**config.mk**
```make
export PLATFORM = sky130hd
export DESIGN_NAME = ysyx_22041071_mem
export DESIGN_NICKNAME = d
export VERILOG_FILES = /design/src/rtl/ysyx_22041071_mem_pkg.sv /design/src/rtl/ysyx_22041071_LSU_fmt.sv /design/src/rtl/ysyx_22041071_mem.sv
export SDC_FILE = /design/constraint.sdc
export NUM_CORES = 1
export LEC_CHECK = 0
export CAP_MARGIN = 5
export CORE_AREA = 2 2 237 239
export CTS_CLUSTER_SIZE = 24
export DETAILED_ROUTE_END_ITERATION = 7
export DIE_AREA = 0 0 239 241
export MAX_ROUTING_LAYER = met4
export PLACE_DENSITY = 0.58
export REMOVE_ABC_BUFFERS = 1
export SLEW_MARGIN = 20
export SYNTH_ARGS = -nofsm -noshare
export SYNTH_HDL_FRONTEND = slang
export SYNTH_HIERARCHICAL = 1
export SYNTH_SLANG_ARGS = --single-unit
export TNS_END_PERCENT = 1
```
**constraint.sdc**
```tcl
create_clock -name clk -period 11.1 [get_ports clk]
set_input_delay 1.11 -clock clk [delete_from_list [all_inputs] [get_ports clk]]
set_output_delay 1.11 -clock clk [all_outputs]
set_load 0.01 [all_outputs]
```
**src/rtl/ysyx_22041071_mem_pkg.sv**
```systemverilog
// Shared MEM-stage types: FSM states, funct3 load/store codes and bus widths.
package ysyx_22041071_mem_pkg;

    localparam int XLEN = 64;
    localparam int ILEN = 32;
    localparam int RLEN = 5;

    typedef enum logic [1:0] {
        S_IDLE = 2'd0,
        S_REQ  = 2'd1,
        S_WAIT = 2'd2
    } mem_state_e;

    localparam logic [2:0] F3_B  = 3'b000;
    localparam logic [2:0] F3_H  = 3'b001;
    localparam logic [2:0] F3_W  = 3'b010;
    localparam logic [2:0] F3_D  = 3'b011;
    localparam logic [2:0] F3_BU = 3'b100;
    localparam logic [2:0] F3_HU = 3'b101;
    localparam logic [2:0] F3_WU = 3'b110;

    // Access size lives in funct3[1:0] for both signed and unsigned forms.
    function automatic logic misaligned(input logic [2:0] f3,
                                        input logic [2:0] off);
        case (f3[1:0])
            2'b01:   misaligned = off[0];
            2'b10:   misaligned = |off[1:0];
            2'b11:   misaligned = |off;
            default: misaligned = 1'b0;
        endcase
    endfunction

endpackage

```
**src/rtl/ysyx_22041071_LSU_fmt.sv**
```systemverilog
// Combinational load extension and store lane alignment for the MEM stage.
module ysyx_22041071_LSU_fmt
    import ysyx_22041071_mem_pkg::*;
(
    input  logic [1:0]      st_size,
    input  logic [2:0]      st_off,
    input  logic [XLEN-1:0] st_data,
    input  logic [2:0]      ld_funct3,
    input  logic [2:0]      ld_off,
    input  logic [XLEN-1:0] ld_rdata,
    output logic [XLEN-1:0] st_wdata,
    output logic [7:0]      st_wmask,
    output logic [XLEN-1:0] ld_data
);

    logic [7:0]      size_mask;
    logic [XLEN-1:0] lane;

    always_comb begin
        case (st_size)
            2'b00:   size_mask = 8'h01;
            2'b01:   size_mask = 8'h03;
            2'b10:   size_mask = 8'h0F;
            default: size_mask = 8'hFF;
        endcase
        // Bytes shifted past lane 7 simply fall off.
        st_wmask = size_mask << st_off;
        st_wdata = st_data << {st_off, 3'b000};
    end

    always_comb begin
        lane = ld_rdata >> {ld_off, 3'b000};
        case (ld_funct3)
            F3_B:    ld_data = {{56{lane[7]}}, lane[7:0]};
            F3_H:    ld_data = {{48{lane[15]}}, lane[15:0]};
            F3_W:    ld_data = {{32{lane[31]}}, lane[31:0]};
            F3_D:    ld_data = lane;
            F3_BU:   ld_data = {56'd0, lane[7:0]};
            F3_HU:   ld_data = {48'd0, lane[15:0]};
            F3_WU:   ld_data = {32'd0, lane[31:0]};
            default: ld_data = lane;
        endcase
    end

endmodule

```
**src/rtl/ysyx_22041071_mem.sv**
```systemverilog
// MEM pipeline stage: ALU pass-through plus load/store over a req/rvalid bus.
// Define YSYX_22041071_MISALIGN_CHK_EN to add the misalign trap output.
module ysyx_22041071_mem
    import ysyx_22041071_mem_pkg::*;
(
    input  logic            clk,
    input  logic            reset,
    input  logic            valid5,
    output logic            ready5,
    input  logic [XLEN-1:0] PC5,
    input  logic [ILEN-1:0] Ins4,
    input  logic            MEM_W_en3,
    input  logic            WB_sel3,
    input  logic            reg_w_en3,
    input  logic [XLEN-1:0] rt_data2,
    input  logic [RLEN-1:0] rdest2,
    input  logic [XLEN-1:0] ALU_result1,
    output logic            valid6,
    input  logic            ready6,
    output logic [XLEN-1:0] PC6,
    output logic [ILEN-1:0] Ins5,
    output logic            reg_w_en4,
    output logic [RLEN-1:0] rdest3,
    output logic [XLEN-1:0] WB_data,
    output logic            dmem_req_valid,
    input  logic            dmem_req_ready,
    output logic [XLEN-1:0] dmem_addr,
    output logic            dmem_wen,
    output logic [XLEN-1:0] dmem_wdata,
    output logic [7:0]      dmem_wmask,
    input  logic            dmem_rvalid,
    input  logic [XLEN-1:0] dmem_rdata
`ifdef YSYX_22041071_MISALIGN_CHK_EN
    ,
    output logic            misalign
`endif
);

    mem_state_e      state, state_n;
    logic            accept, is_mem, mis, done;
    logic            ld_q;
    logic [2:0]      off_q;
    logic [XLEN-1:0] st_wdata, ld_data;
    logic [7:0]      st_wmask;

    assign ready5         = (state == S_IDLE) && (!valid6 || ready6);
    assign accept         = valid5 && ready5;
    assign is_mem         = MEM_W_en3 || WB_sel3;
    assign dmem_req_valid = (state == S_REQ);
    assign done           = (state == S_WAIT) && dmem_rvalid;

`ifdef YSYX_22041071_MISALIGN_CHK_EN
    assign mis = is_mem && misaligned(Ins4[14:12], ALU_result1[2:0]);
`else
    assign mis = 1'b0;
`endif

    ysyx_22041071_LSU_fmt u_fmt (
        .st_size   (Ins4[13:12]),
        .st_off    (ALU_result1[2:0]),
        .st_data   (rt_data2),
        .ld_funct3 (Ins5[14:12]),
        .ld_off    (off_q),
        .ld_rdata  (dmem_rdata),
        .st_wdata  (st_wdata),
        .st_wmask  (st_wmask),
        .ld_data   (ld_data)
    );

    always_ff @(posedge clk or posedge reset) begin
        if (reset) state <= S_IDLE;
        else       state <= state_n;
    end

    always_comb begin
        state_n = state;
        unique case (state)
            S_IDLE:  if (accept && is_mem && !mis) state_n = S_REQ;
            S_REQ:   if (dmem_req_ready)           state_n = S_WAIT;
            S_WAIT:  if (dmem_rvalid)              state_n = S_IDLE;
            default: state_n = S_IDLE;
        endcase
    end

    // Payload is written on acceptance; valid6 is low then, so nothing
    // visible to WB changes while a result is being held.
    always_ff @(posedge clk or posedge reset) begin
        if (reset) begin
            valid6     <= 1'b0;
            PC6        <= '0;
            Ins5       <= '0;
            rdest3     <= '0;
            reg_w_en4  <= 1'b0;
            WB_data    <= '0;
            dmem_addr  <= '0;
            dmem_wen   <= 1'b0;
            dmem_wdata <= '0;
            dmem_wmask <= '0;
            ld_q       <= 1'b0;
            off_q      <= '0;
        end else begin
            if (valid6 && ready6) valid6 <= 1'b0;
            if (accept) begin
                PC6       <= PC5;
                Ins5      <= Ins4;
                rdest3    <= rdest2;
                reg_w_en4 <= reg_w_en3 && !MEM_W_en3 && !mis;
                if (!is_mem) begin
                    valid6  <= 1'b1;
                    WB_data <= ALU_result1;
                end else if (mis) begin
                    valid6  <= 1'b1;
                    WB_data <= '0;
                end else begin
                    dmem_addr  <= {ALU_result1[XLEN-1:3], 3'b000};
                    dmem_wen   <= MEM_W_en3;
                    dmem_wdata <= MEM_W_en3 ? st_wdata : '0;
                    dmem_wmask <= MEM_W_en3 ? st_wmask : 8'h00;
                    ld_q       <= !MEM_W_en3;
                    off_q      <= ALU_result1[2:0];
                end
            end
            if (done) begin
                valid6  <= 1'b1;
                WB_data <= ld_q ? ld_data : '0;
            end
        end
    end

`ifdef YSYX_22041071_MISALIGN_CHK_EN
    always_ff @(posedge clk or posedge reset) begin
        if (reset)       misalign <= 1'b0;
        else if (accept) misalign <= mis;
    end
`endif

endmodule

```
==> parameters.txt, run 1 <==
Parameter                              Value

Clocking
  TritonCTS clock tree ... built
  Post-CTS Resized ... 0
  Clk pin slew, worst setup/hold paths ... approximately 0.06 ns
  Bufs on Longest Clock Path ... 3
  H-tree levels ... 2
  Cts-stage hold buffer count ... 0
  Worst skew pair latency ... about 0.55 ns
  Root Buffer ... sky130_fd_sc_hd__clkbuf_16
  Number of sinks handled by clock tree synthesis ... between 300 and 400
  Number of setup buffers added after CTS ... 0
  Clock buffer count from CTS ... 38

Synth
  Seq/Total Area, Yosys ... slightly below 50%
  Main area contributors after synthesis ... sky130_fd_sc_hd__dfrtp_1 48%, sky130_fd_sc_hd__nand2_1 8.9%, sky130_fd_sc_hd__mux4_2 5.8%, sky130_fd_sc_hd__mux2i_1 4.3%, sky130_fd_sc_hd__mux2_1 4.0%
  Dominant register cell in the synthesized netlist ... sky130_fd_sc_hd__dfrtp_1
  Area of the mapped netlist ... roughly 16000 um^2
  Synthesized netlist cell count ... between 1500 and 2000
  Netlist cell types ... 49
  Yosys synthesis warning count ... 6
  Synthesized area per cell ... roughly 10 um^2
  Async set-or-reset flop fraction in the synthesized netlist ... 100%
  Biggest area consumer among synthesized cells ... sky130_fd_sc_hd__dfrtp_1
  Share of the synthesized area in the top cell type ... between 40% and 50%
  Number of storage elements in the synthesis netlist ... ~310
  Number of flops mapped to enable cells by yosys ... 0

Floorplan
  Width of the die ... 239 um
  Die area ... 57600 um^2
  Area of the core ... between 50000 and 60000 um^2
  Initial Util ... between 20% and 30%
  Number of standard-cell rows in the floorplan ... 86
  Die height ... about 240 um
  I/O pins ... around 610

Power
  Part of the total power dissipated in the clock network ... between 15 and 20%
  PD cells ... 276 nW/um^2
  Net switching share of the total power ... a little under two fifths
  Worst voltage drop across the vdd grid ... just over 0.0001 V
  Cell-internal power ... around 0.0041 W
  Combinational group share of total power ... approximately 50%
  Seq pwr share ... 30.4%
  Switching power total ... between 0.002 and 0.0025 W
  Leakage power figure ... about 11 nW

Cells and area
  P&R area growth vs syn ... 48.3%
  Layout cell share with drive strength beyond 1 ... slightly below 9%
  Post-layout nets ... around 2400

Timing
  Post-layout min period ... 3.65 ns
  Final setup violation count ... 0
  Final worst clock skew ... roughly 0.015 ns
  Setup Total Neg Slack ... 0 ns
  Number of slew-limit violations in the final report ... 0
  Post-route clock period utilization ... about a third
  Normalized max-slew margin ... 22.6%
  Min Hold Slack ... about 0.47 ns
  Endpoints failing hold ... 0
  Maximum clock rate ... 274 MHz
  Transition time at the pin with the least slew margin ... approximately 1.2 ns
  RSZ-0062 raised after global routing ... no

Worst setup path
  Delay contributed by the slowest stage of the critical path ... about 0.55 ns
  Setup crit start ... ready6
  List of cells traversed by the critical path ... clkdlybuf4s50_1, nand2b_1, and2_1, clkdlybuf4s50_1
  Setup Crit Path Kind ... input port to output port
  Worst EP arrival ... ~2.5 ns
  Maximum fanout encountered on the critical timing path ... 5
  Buffers & Inverters on Critical Path ... 2
  Required arrival time at the worst endpoint ... roughly 10 ns
  Worst R2R Start ... off_q[1]$_DFFE_PP0P_
  Slowest cell on the critical path ... sky130_fd_sc_hd__clkdlybuf4s50_1
  Kind of cell adding the most delay to the critical path ... buffers and inverters
  Crit end category ... output port
  Most frequent CP cell ... sky130_fd_sc_hd__clkdlybuf4s50_1
  Element type at the critical path start ... input port

Route
  Remaining DRCs ... 0
  Routed WL per cell ... approximately 23 um
  Avg Vias per Cell ... 5.16
  DRC violation total after the first TritonRoute iteration ... around 950
  DRT Wirelength ... roughly 65000 um
  Via count ... 14451
  Residual antenna-violating net count after detailed routing ... 0
  Length of the first detailed-routing pass in iterations ... 5

Global routing
  Total global routing overflow ... 0
  Maximum number of pins on one net before global-route repair ... around 140
  Global router's overall resource usage ... ~22%
  Number of global-route vias before repair ... roughly 15000
  First-pass GRT wire length ... about 95000 um
  Initial antenna violation count ... 4

Place
  Estimated wirelength of the detail-placed design ... between 40000 and 50000 um
  Final weighted congestion in routability-driven placement ... 0.877
  IO buf count ... 604

Run status
  Run status ... complete, no violations

Job
  Max Cap Viol ... 0

Min path
  Hold path startpoint ... PC6[25]$_DFFE_PP0P_
  Type of the tightest min-delay check ... flop to flop
## routing by layer
metal	vias to the layer above	share of wire, %	GRT usage [%]	wire length [um]
met1	7238	41	27.4	26800
met5	-	0	-	0
met2	575	48	35.7	31200
met3	103	8.4	6.68	5480
met4	0	2.6	6.69	1680
li1	6535	-	-	-
## path summary, 6_finish.rpt
check / to / slack, ns / cells past startpoint
min in group asynchronous: dmem_wdata[62]$_DFFE_PP0P_ / 1.07 / 2
worst min-delay path: PC6[25]$_DFFE_PP0P_ / 0.47 / 2
worst max register to register: WB_data[8]$_DFFE_PP0P_ / 7.59 / 7
max in group asynchronous: WB_data[63]$_DFFE_PP0P_ / 7.86 / 4
worst min register to register: PC6[25]$_DFFE_PP0P_ / 0.47 / 2
worst max-delay path: ready5 / 7.45 / 4
## metrics by stage
stage               instances  total power [W]  worst slack, ns  util, %  area (um^2)
finish                   2798          0.00653             7.45     43.1        23600
global route             2797          0.00693             7.33     43.1        23600
CTS                      2792          0.00660             7.45     43.0        23600
detailed placement       2725          0.00529             7.06     40.7        22300
global placement         2725          0.00525             7.12     40.7        22300
floorplan                1397          0.00352             1.50        -        15200
## synthesized netlist by cell type, types with 4 or more instances
cell and number:
sky130_fd_sc_hd__buf_4 13, sky130_fd_sc_hd__nor2_1 58, sky130_fd_sc_hd__nand3_1 21, sky130_fd_sc_hd__o22ai_1 17
sky130_fd_sc_hd__or2_2 11, sky130_fd_sc_hd__nor2b_1 11, sky130_fd_sc_hd__and2_1 20, sky130_fd_sc_hd__buf_1 9
sky130_fd_sc_hd__mux2_2 33, sky130_fd_sc_hd__and2_0 6, sky130_fd_sc_hd__nand2_1 376, sky130_fd_sc_hd__nand2b_1 4
sky130_fd_sc_hd__clkbuf_1 49, sky130_fd_sc_hd__o21ai_0 43, sky130_fd_sc_hd__buf_6 11, sky130_fd_sc_hd__o2bb2ai_1 8
sky130_fd_sc_hd__a21oi_1 26, sky130_fd_sc_hd__mux2_1 57, sky130_fd_sc_hd__a22o_1 72, sky130_fd_sc_hd__mux2i_1 68
sky130_fd_sc_hd__mux4_1 4, sky130_fd_sc_hd__and3_1 72, sky130_fd_sc_hd__mux4_2 41, sky130_fd_sc_hd__nand4_1 34
sky130_fd_sc_hd__inv_1 14, sky130_fd_sc_hd__dfrtp_1 307, sky130_fd_sc_hd__buf_2 54, sky130_fd_sc_hd__a221o_1 62
## power groups by stage
stage | registers [W] | logic, W | clock network (W)
floorplan | 0.00224 | 0.00129 | 0
global placement | 0.00199 | 0.00326 | 0
detailed placement | 0.00199 | 0.00330 | 0
CTS | 0.00199 | 0.00331 | 0.00130
global route | 0.00206 | 0.00353 | 0.00134
finish | 0.00198 | 0.00328 | 0.00126
## sequential cells by signal, summed over array words and instances, names as in the netlist
| register | cells |
|---|---|
| dmem_wmask | 8 |
| Ins5 | 32 |
| dmem_wen | 1 |
| dmem_wdata | 64 |
| state | 2 |
| WB_data | 64 |
| rdest3 | 5 |
| ld_q | 1 |
| dmem_addr | 61 |
| off_q | 3 |
| valid6 | 1 |
| reg_w_en4 | 1 |
| PC6 | 64 |
## cells by family after synthesis
family | count (synthesis) | synth area share, %
other | 1 | 0.0235
DFF | 307 | 48.2
AOI/OAI and AO/OA | 244 | 11.9
muxes | 203 | 17.1
buffers and inverters | 154 | 5.09
and+or+nand+nor | 625 | 17.7
## cell usage in the layout, fill, tap and decap left out, types with 3 or more instances in the layout
master,instances
sky130_fd_sc_hd__mux2i_1,68
sky130_fd_sc_hd__mux4_1,4
sky130_fd_sc_hd__a22oi_1,3
sky130_fd_sc_hd__a22o_1,72
sky130_fd_sc_hd__a221o_1,62
sky130_fd_sc_hd__clkbuf_16,39
sky130_fd_sc_hd__mux4_2,41
sky130_fd_sc_hd__clkdlybuf4s50_1,601
sky130_fd_sc_hd__diode_2,5
sky130_fd_sc_hd__nand3_1,20
sky130_fd_sc_hd__o22ai_1,17
sky130_fd_sc_hd__clkbuf_1,9
sky130_fd_sc_hd__conb_1,3
sky130_fd_sc_hd__nor2_1,57
sky130_fd_sc_hd__nor2b_1,11
sky130_fd_sc_hd__clkbuf_8,6
sky130_fd_sc_hd__buf_4,19
sky130_fd_sc_hd__and2_0,6
sky130_fd_sc_hd__nand4_1,34
sky130_fd_sc_hd__or2_2,11
sky130_fd_sc_hd__nor3_1,3
sky130_fd_sc_hd__mux2_1,57
sky130_fd_sc_hd__nand2b_1,4
sky130_fd_sc_hd__mux2_2,33
sky130_fd_sc_hd__nand2_1,376
sky130_fd_sc_hd__o2bb2ai_1,8
sky130_fd_sc_hd__and2_1,20
sky130_fd_sc_hd__and3_1,71
sky130_fd_sc_hd__inv_1,13
sky130_fd_sc_hd__o21ai_0,43
sky130_fd_sc_hd__a21oi_1,26
sky130_fd_sc_hd__bufinv_16,3
sky130_fd_sc_hd__dfrtp_1,304
sky130_fd_sc_hd__o211ai_1,3
sky130_fd_sc_hd__clkinv_2,5
## layout make-up
class / count / area, um^2
diodes: 5 / 12.5
flip-flops and latches: 307 / 7690
repair buffers: 625 / 6230
fillers: 5246 / 31200
inverters: 15 / 63.8
multi-input cells: 1075 / 7500
clock buffers: 54 / 1090
clock inverters: 13 / 171
well taps: 704 / 881
## worst register-to-register path, stage by stage, from the launching register on
cell	delay (ns)
sky130_fd_sc_hd__dfrtp_2	0.36
sky130_fd_sc_hd__buf_4	0.61
sky130_fd_sc_hd__mux2i_1	0.54
sky130_fd_sc_hd__nand3_1	0.14
sky130_fd_sc_hd__nand4_1	0.65
sky130_fd_sc_hd__buf_4	0.51
sky130_fd_sc_hd__o21ai_0	0.23
sky130_fd_sc_hd__a221o_1	0.36
No activity file was read; power rests on OpenSTA's default activity.
==> run 2: changes to the inputs <==
clock period = 3.4 ns   (was 11.1 ns; I/O delays follow)
==> run 2 against run 1 <==
  * Sequential power increased to 3.3 times the previous value
  * Clock skew increased by 0.0094 ns
  * Die area stayed put
  * Routed wire length is 1.1% higher
  * Setup slack worse by 6.7 ns
  * Design area rose by 0.94%
  * Non-clock buffer count increased by 16
  * Highest routed layer unchanged
==> parameters.txt, run 2 (same netlist as run 1, synthesis figures left out) <==
Parameter                              Value

Clocking
  TritonCTS clock tree ... built
  Cts-stage hold buffer count ... 0 (unchanged)
  Post-CTS Resized ... 0 (unchanged)
  Number of sinks handled by clock tree synthesis ... 307 (unchanged)
  Root Buffer ... sky130_fd_sc_hd__clkbuf_16
  Clk pin slew, worst setup/hold paths ... 0.06 ns (about the same)
  Clock buffer count from CTS ... 38 (unchanged)
  Number of setup buffers added after CTS ... 0 (unchanged)
  H-tree levels ... 2 (unchanged)
  Bufs on Longest Clock Path ... 3 (unchanged)
  Worst skew pair latency ... 0.56 ns (about the same)

Route
  DRT Wirelength ... 65800 um (+1.1%)
  Sum of routed wire segments on met1 ... 27200 um (+1.7%)
  Residual antenna-violating net count after detailed routing ... 0 (unchanged)
  Length of routed met2 wiring ... 31800 um (+2.2%)
  Length of the first detailed-routing pass in iterations ... 5 (unchanged)
  Avg Vias per Cell ... 5.14 (-0.44%)
  Routed WL per cell ... 23.4 um (+0.59%)
  Total met3 wirelength after detailed routing ... 5580 um (+2.0%)
  Via count ... 14465 (+0.097%)
  DRC violation total after the first TritonRoute iteration ... 1012 (+6.9%)
  Remaining DRCs ... 0 (unchanged)
  Top layer in use ... met4

Place
  Placement-stage cell area ... 22600 um^2 (+1.0%)
  Final weighted congestion in routability-driven placement ... 0.891 (+1.6%)
  Placed Cells ... 2742 (+0.62%)
  Estimated wirelength of the detail-placed design ... 46900 um (+2.1%)
  IO buf count ... 604 (unchanged)

Floorplan
  Area of the core ... 54900 um^2 (unchanged)
  Die area ... 57600 um^2 (unchanged)
  Width of the die ... 239 um (unchanged)
  Number of standard-cell rows in the floorplan ... 86 (unchanged)
  Die height ... 241 um (unchanged)
  I/O pins ... 608 (unchanged)
  Initial Util ... 29.0% (unchanged)

Cells and area
  Post-layout nets ... 2380 (+0.68%)
  Largest registers ranked by flip-flop count ... PC6 (64), WB_data (64), dmem_wdata (64)
  Utilization after layout ... 43.5% (+0.41 points)
  Cell area after layout ... 23900 um^2 (+0.94%)
  P&R area growth vs syn ... 49.7%
  Final Non-Filler Cells ... 2813 (+0.54%)
  Count of filler cells inserted in the layout ... 5203 (-0.82%)
  Most used cells in the layout excluding fill and tap cells ... 601 x sky130_fd_sc_hd__clkdlybuf4s50_1, 376 x sky130_fd_sc_hd__nand2_1, 304 x sky130_fd_sc_hd__dfrtp_1
  Layout cell share with drive strength beyond 1 ... 9.55% (+0.89 points)
  Most common cell after layout, fill and taps aside ... sky130_fd_sc_hd__clkdlybuf4s50_1

Worst setup path
  Setup Crit Path Kind ... flop to flop
  Most frequent CP cell ... sky130_fd_sc_hd__buf_4
  Element type at the critical path start ... flop
  List of cells traversed by the critical path ... nand2b_1, buf_4, o221ai_1, nand4_1, buf_4, nand3_1, a221o_1
  Maximum fanout encountered on the critical timing path ... 48 (+43)
  Required arrival time at the worst endpoint ... 3.82 ns (-6.17 ns)
  Crit end category ... flop
  Delay contributed by the slowest stage of the critical path ... 0.80 ns (+0.25 ns)
  Register-to-Register Setup Slack ... 0.71 ns (-6.88 ns)
  Worst EP arrival ... 3.11 ns (+0.57 ns)
  Slowest cell on the critical path ... sky130_fd_sc_hd__dfrtp_2

Global routing
  Number of global-route vias before repair ... 14544 (-0.16%)
  First-pass GRT wire length ... 95700 um (+1.1%)
  Maximum number of pins on one net before global-route repair ... 103 (-27%)
  Initial antenna violation count ... 4 (unchanged)
  Total global routing overflow ... 0 (unchanged)
  Global router's overall resource usage ... 22.5% (+0.14 points)

Timing
  Maximum clock rate ... 372 MHz
  Final setup violation count ... 0 (unchanged)
  Final worst clock skew ... 0.0241 ns (+0.00944 ns)
  RSZ-0062 raised after global routing ... no
  Normalized max-slew margin ... 29.2% (+6.6 points)
  Post-route clock period utilization ... 79.1%
  Setup Total Neg Slack ... 0 ns (unchanged)
  Number of slew-limit violations in the final report ... 0 (unchanged)
  Transition time at the pin with the least slew margin ... 1.06 ns (-0.0947 ns)
  Post-layout min period ... 2.69 ns
  Endpoints failing hold ... 0 (unchanged)

Run status
  Run status ... complete, no violations

Power
  Worst voltage drop across the vdd grid ... 0.000571 V (+450%)
  PD cells ... 897 nW/um^2 (+220%)
  Leakage power figure ... 10.7 nW (+1.1%)

Min path
  Type of the tightest min-delay check ... input port to async pin

Job
  Max Cap Viol ... 0 (unchanged)
## run 2: changes by cell type in the layout (fill, tap and decap cells not counted), sizes merged
cell	before	now
buf	24	40
clkbuf	54	49
clkinv	8	11
bufinv	3	4
## run 2: final timing paths
kind | startpoint | to | cells after the start
worst max-delay path | off_q[2]$_DFFE_PP0P_ | WB_data[26]$_DFFE_PP0P_ | 7
worst min-delay path | reset | dmem_wdata[59]$_DFFE_PP0P_ | 2
worst max register to register | off_q[2]$_DFFE_PP0P_ | WB_data[26]$_DFFE_PP0P_ | 7
worst min register to register | PC6[51]$_DFFE_PP0P_ | PC6[51]$_DFFE_PP0P_ | 2
max in group asynchronous | reset | WB_data[20]$_DFFE_PP0P_ | 3
min in group clk | ALU_result1[2] | dmem_wdata[17]$_DFFE_PP0P_ | 3
## run 2: area by class of cell
type | instances | area (um^2) | share of cell area [%]
diodes | 5 | 12.5 | 0.0524
clock buffers | 49 | 1070 | 4.50
clock inverters | 17 | 216 | 0.907
flip-flops and latches | 307 | 7690 | 32.2
inverters | 15 | 63.8 | 0.267
multi-input cells | 1075 | 7500 | 31.4
repair buffers | 641 | 6420 | 26.9
well taps | 704 | 881 | 3.69
## run 2: critical path: cells and delay by family (launching register included)
family                 cells  cell delay [ns]
AOI/OAI and AO/OA          2             0.51
buffers and inverters      2             0.70
DFF                        1             0.80
and+or+nand+nor            3             0.50
## run 2: per-stage QoR
| stage | setup WS [ns] | hold slack (ns) | power (W) |
|---|---|---|---|
| final | 0.711 | 0.243 | 0.0214 |
| after global routing | 0.578 | 0.244 | 0.0227 |
| after CTS | 0.760 | 0.219 | 0.0216 |
| after detailed placement | 0.741 | 0.461 | 0.0172 |
| after global placement | 0.767 | 0.457 | 0.0171 |
| after floorplan | -5.43 | 0.445 | 0.0115 |
## run 2: power breakdown
part           switching (W)  total [W]  internal (W)
registers            0.00113    0.00650       0.00537
clock network        0.00169    0.00423       0.00254
logic                0.00511     0.0107       0.00555
## run 2: per-layer routing
metal	global-route usage [%]	vias up
met5	-	-
met1	28.2	7227
met2	36.3	591
met3	6.12	77
met4	5.36	0
li1	-	6570
==> run 3: changes to the inputs <==
clock period = 2.7 ns   (was 3.4 ns; I/O delays follow)
==> run 3 against run 2 <==
  * Critical path depth stayed put
  * Die area stayed put
  * Total power is 27% higher
==> parameters.txt, run 3 (same netlist as run 1, synthesis figures left out) <==
Parameter                              Value

Cells and area
  Most used cells in the layout excluding fill and tap cells ... 601 x sky130_fd_sc_hd__clkdlybuf4s50_1, 376 x sky130_fd_sc_hd__nand2_1, 304 x sky130_fd_sc_hd__dfrtp_1
  P&R area growth vs syn ... 51.1%
  Largest registers ranked by flip-flop count ... PC6 (64), WB_data (64), dmem_wdata (64)
  Final Non-Filler Cells ... 2830 (+0.60%)
  Layout cell share with drive strength beyond 1 ... 10.1% (+0.57 points)
  Post-layout nets ... 2399 (+0.80%)
  Cell area after layout ... 24100 um^2 (+0.95%)
  Most common cell after layout, fill and taps aside ... sky130_fd_sc_hd__clkdlybuf4s50_1

Clocking
  Clk pin slew, worst setup/hold paths ... 0.06 ns (about the same)
  Cts-stage hold buffer count ... 0 (unchanged)
  Root Buffer ... sky130_fd_sc_hd__clkbuf_16
  Clock buffer count from CTS ... 39 (+2.6%)
  TritonCTS clock tree ... built
  Number of setup buffers added after CTS ... 0 (unchanged)
  Number of sinks handled by clock tree synthesis ... 307 (unchanged)
  Worst skew pair latency ... 0.56 ns (about the same)
  Post-CTS Resized ... 0 (unchanged)
  Bufs on Longest Clock Path ... 3 (unchanged)
  H-tree levels ... 2 (unchanged)

Floorplan
  I/O pins ... 608 (unchanged)
  Die area ... 57600 um^2 (unchanged)
  Width of the die ... 239 um (unchanged)
  Die height ... 241 um (unchanged)
  Area of the core ... 54900 um^2 (unchanged)
  Initial Util ... 29.0% (unchanged)
  Number of standard-cell rows in the floorplan ... 86 (unchanged)

Route
  DRT Wirelength ... 65700 um (-0.20%)
  Routed WL per cell ... 23.2 um (-0.80%)
  DRC violation total after the first TritonRoute iteration ... 909 (-10%)
  Length of the first detailed-routing pass in iterations ... 5 (unchanged)
  Remaining DRCs ... 0 (unchanged)
  Residual antenna-violating net count after detailed routing ... 0 (unchanged)
  Avg Vias per Cell ... 5.17 (+0.47%)
  Via count ... 14621 (+1.1%)

Power
  Leakage power figure ... 10.8 nW (+1.2%)
  Cell-internal power ... 0.0172 W (+28%)
  Power, Total ... 0.0272 W (+27%)
  PD cells ... 1130 nW/um^2 (+26%)
  Part of the total power dissipated in the clock network ... 19.8% (about the same)
  Net switching share of the total power ... 36.7% (-0.35 points)
  Switching power total ... 0.0100 W (+26%)
  Worst voltage drop across the vdd grid ... 0.000543 V (-4.8%)
  Combinational group share of total power ... 50.2% (+0.4 points)
  Seq pwr share ... 29.9% (-0.5 points)

Min path
  Type of the tightest min-delay check ... input port to async pin

Worst setup path
  Setup Crit Path Kind ... flop to flop
  Worst-case reg-to-reg path depth ... 7 (unchanged)
  Register-to-Register Setup Slack ... 0.30 ns (-0.42 ns)
  Crit end category ... flop
  Worst R2R Start ... off_q[1]$_DFFE_PP0P_
  Terminus of the critical flop-to-flop path ... WB_data[10]$_DFFE_PP0P_
  End point of the critical path ... WB_data[10]$_DFFE_PP0P_
  Worst EP arrival ... 2.83 ns (-0.28 ns)
  Maximum fanout encountered on the critical timing path ... 22 (-54%)
  Setup crit start ... off_q[1]$_DFFE_PP0P_
  Required arrival time at the worst endpoint ... 3.12 ns (-0.70 ns)
  Element type at the critical path start ... flop

Timing
  Post-route setup slack ... 0.295 ns (-0.416 ns)
  Maximum clock rate ... 416 MHz (+12%)
  Setup Total Neg Slack ... 0 ns (unchanged)
  RSZ-0062 raised after global routing ... no
  Post-route clock period utilization ... 89.1% (+10 points)
  Final worst clock skew ... 0.0200 ns (-0.00409 ns)
  Transition time at the pin with the least slew margin ... 0.916 ns (-0.147 ns)
  Endpoints failing hold ... 0 (unchanged)
  Post-layout min period ... 2.40 ns (-0.284 ns)
  Final setup violation count ... 0 (unchanged)
  Number of slew-limit violations in the final report ... 0 (unchanged)
  Normalized max-slew margin ... 39.0% (+9.8 points)

Global routing
  First-pass GRT wire length ... 95800 um (+0.14%)
  Initial antenna violation count ... 3 (-1)
  Total global routing overflow ... 0 (unchanged)
  Maximum number of pins on one net before global-route repair ... 103 (unchanged)
  Global router's overall resource usage ... 22.6% (+0.071 points)
  Number of global-route vias before repair ... 14472 (-0.50%)

Place
  IO buf count ... 604 (unchanged)
  Placed Cells ... 2760 (+0.66%)
  Placement-stage cell area ... 22800 um^2 (+0.99%)
  Place WS ... 0.0904 ns (-0.651 ns)
  Estimated wirelength of the detail-placed design ... 47800 um (+2.1%)
  Final weighted congestion in routability-driven placement ... 0.912 (+2.4%)

Run status
  Run status ... complete, no violations

Job
  Max Cap Viol ... 0 (unchanged)
[run 3: changes by cell type in the layout (fill, tap and decap cells not counted), sizes merged]
cell / change
buf: +18
bufinv: +1
clkbuf: +6
clkinv: -6
clkinvlp: -2
diode: -3
inv: +3
[run 3: area by class of cell]
cell class | instances | area [um^2]
Fill cell | 5199 | 30800
Sequential cell | 307 | 7690
Multi-Input combinational cell | 1075 | 7500
Timing Repair Buffer | 659 | 6650
Clock buffer | 55 | 1100
Tap cell | 704 | 881
Clock inverter | 13 | 205
Inverter | 15 | 63.8
Antenna cell | 2 | 5.00
[run 3: routing by layer]
metal | routed length, um | GRT usage (%) | vias up
met5 | 0 | - | -
met4 | 1080 | 4.89 | 0
met3 | 5560 | 5.99 | 62
met2 | 32000 | 36.5 | 663
met1 | 27100 | 28.5 | 7292
li1 | - | - | 6604
[run 3: worst min-delay path by stage]
stage / slack [ns] / to / from
2_1_floorplan: 0.38 / Ins5[0]$_DFFE_PP0P_ / Ins4[0]
3_3_place_gp: 0.46 / Ins5[20]$_DFFE_PP0P_ / Ins5[20]$_DFFE_PP0P_
3_5_place_dp: 0.46 / Ins5[25]$_DFFE_PP0P_ / Ins5[25]$_DFFE_PP0P_
4_1_cts: 0.17 / dmem_wmask[3]$_DFFE_PP0P_ / reset
5_1_grt: 0.17 / dmem_wdata[54]$_DFFE_PP0P_ / reset
6_report: 0.16 / dmem_wdata[54]$_DFFE_PP0P_ / reset
[run 3: critical path, stage by stage, from the launching register on]
cell and delay (ns):
sky130_fd_sc_hd__dfrtp_2 0.61, sky130_fd_sc_hd__buf_4 0.25, sky130_fd_sc_hd__mux2i_1 0.29, sky130_fd_sc_hd__a22oi_1 0.12, sky130_fd_sc_hd__nand4_1 0.19, sky130_fd_sc_hd__buf_4 0.29, sky130_fd_sc_hd__o21ai_0 0.17, sky130_fd_sc_hd__a221o_1 0.34
[run 3: metrics by stage]
step	utilization, %	hold slack (ns)
2_1_floorplan	-	0.375
6_report	43.9	0.160
5_1_grt	43.9	0.173
3_5_place_dp	41.5	0.461
4_1_cts	43.9	0.173
3_3_place_gp	41.5	0.457
[run 3: power by group through the flow]
stage / Clock (W) / Combinational, W / Sequential, W
floorplan: 0 / 0.00528 / 0.00919
global placement: 0 / 0.0136 / 0.00813
detailed placement: 0 / 0.0138 / 0.00817
CTS: 0.00557 / 0.0139 / 0.00816
global route: 0.00574 / 0.0147 / 0.00842
finish: 0.00540 / 0.0137 / 0.00816
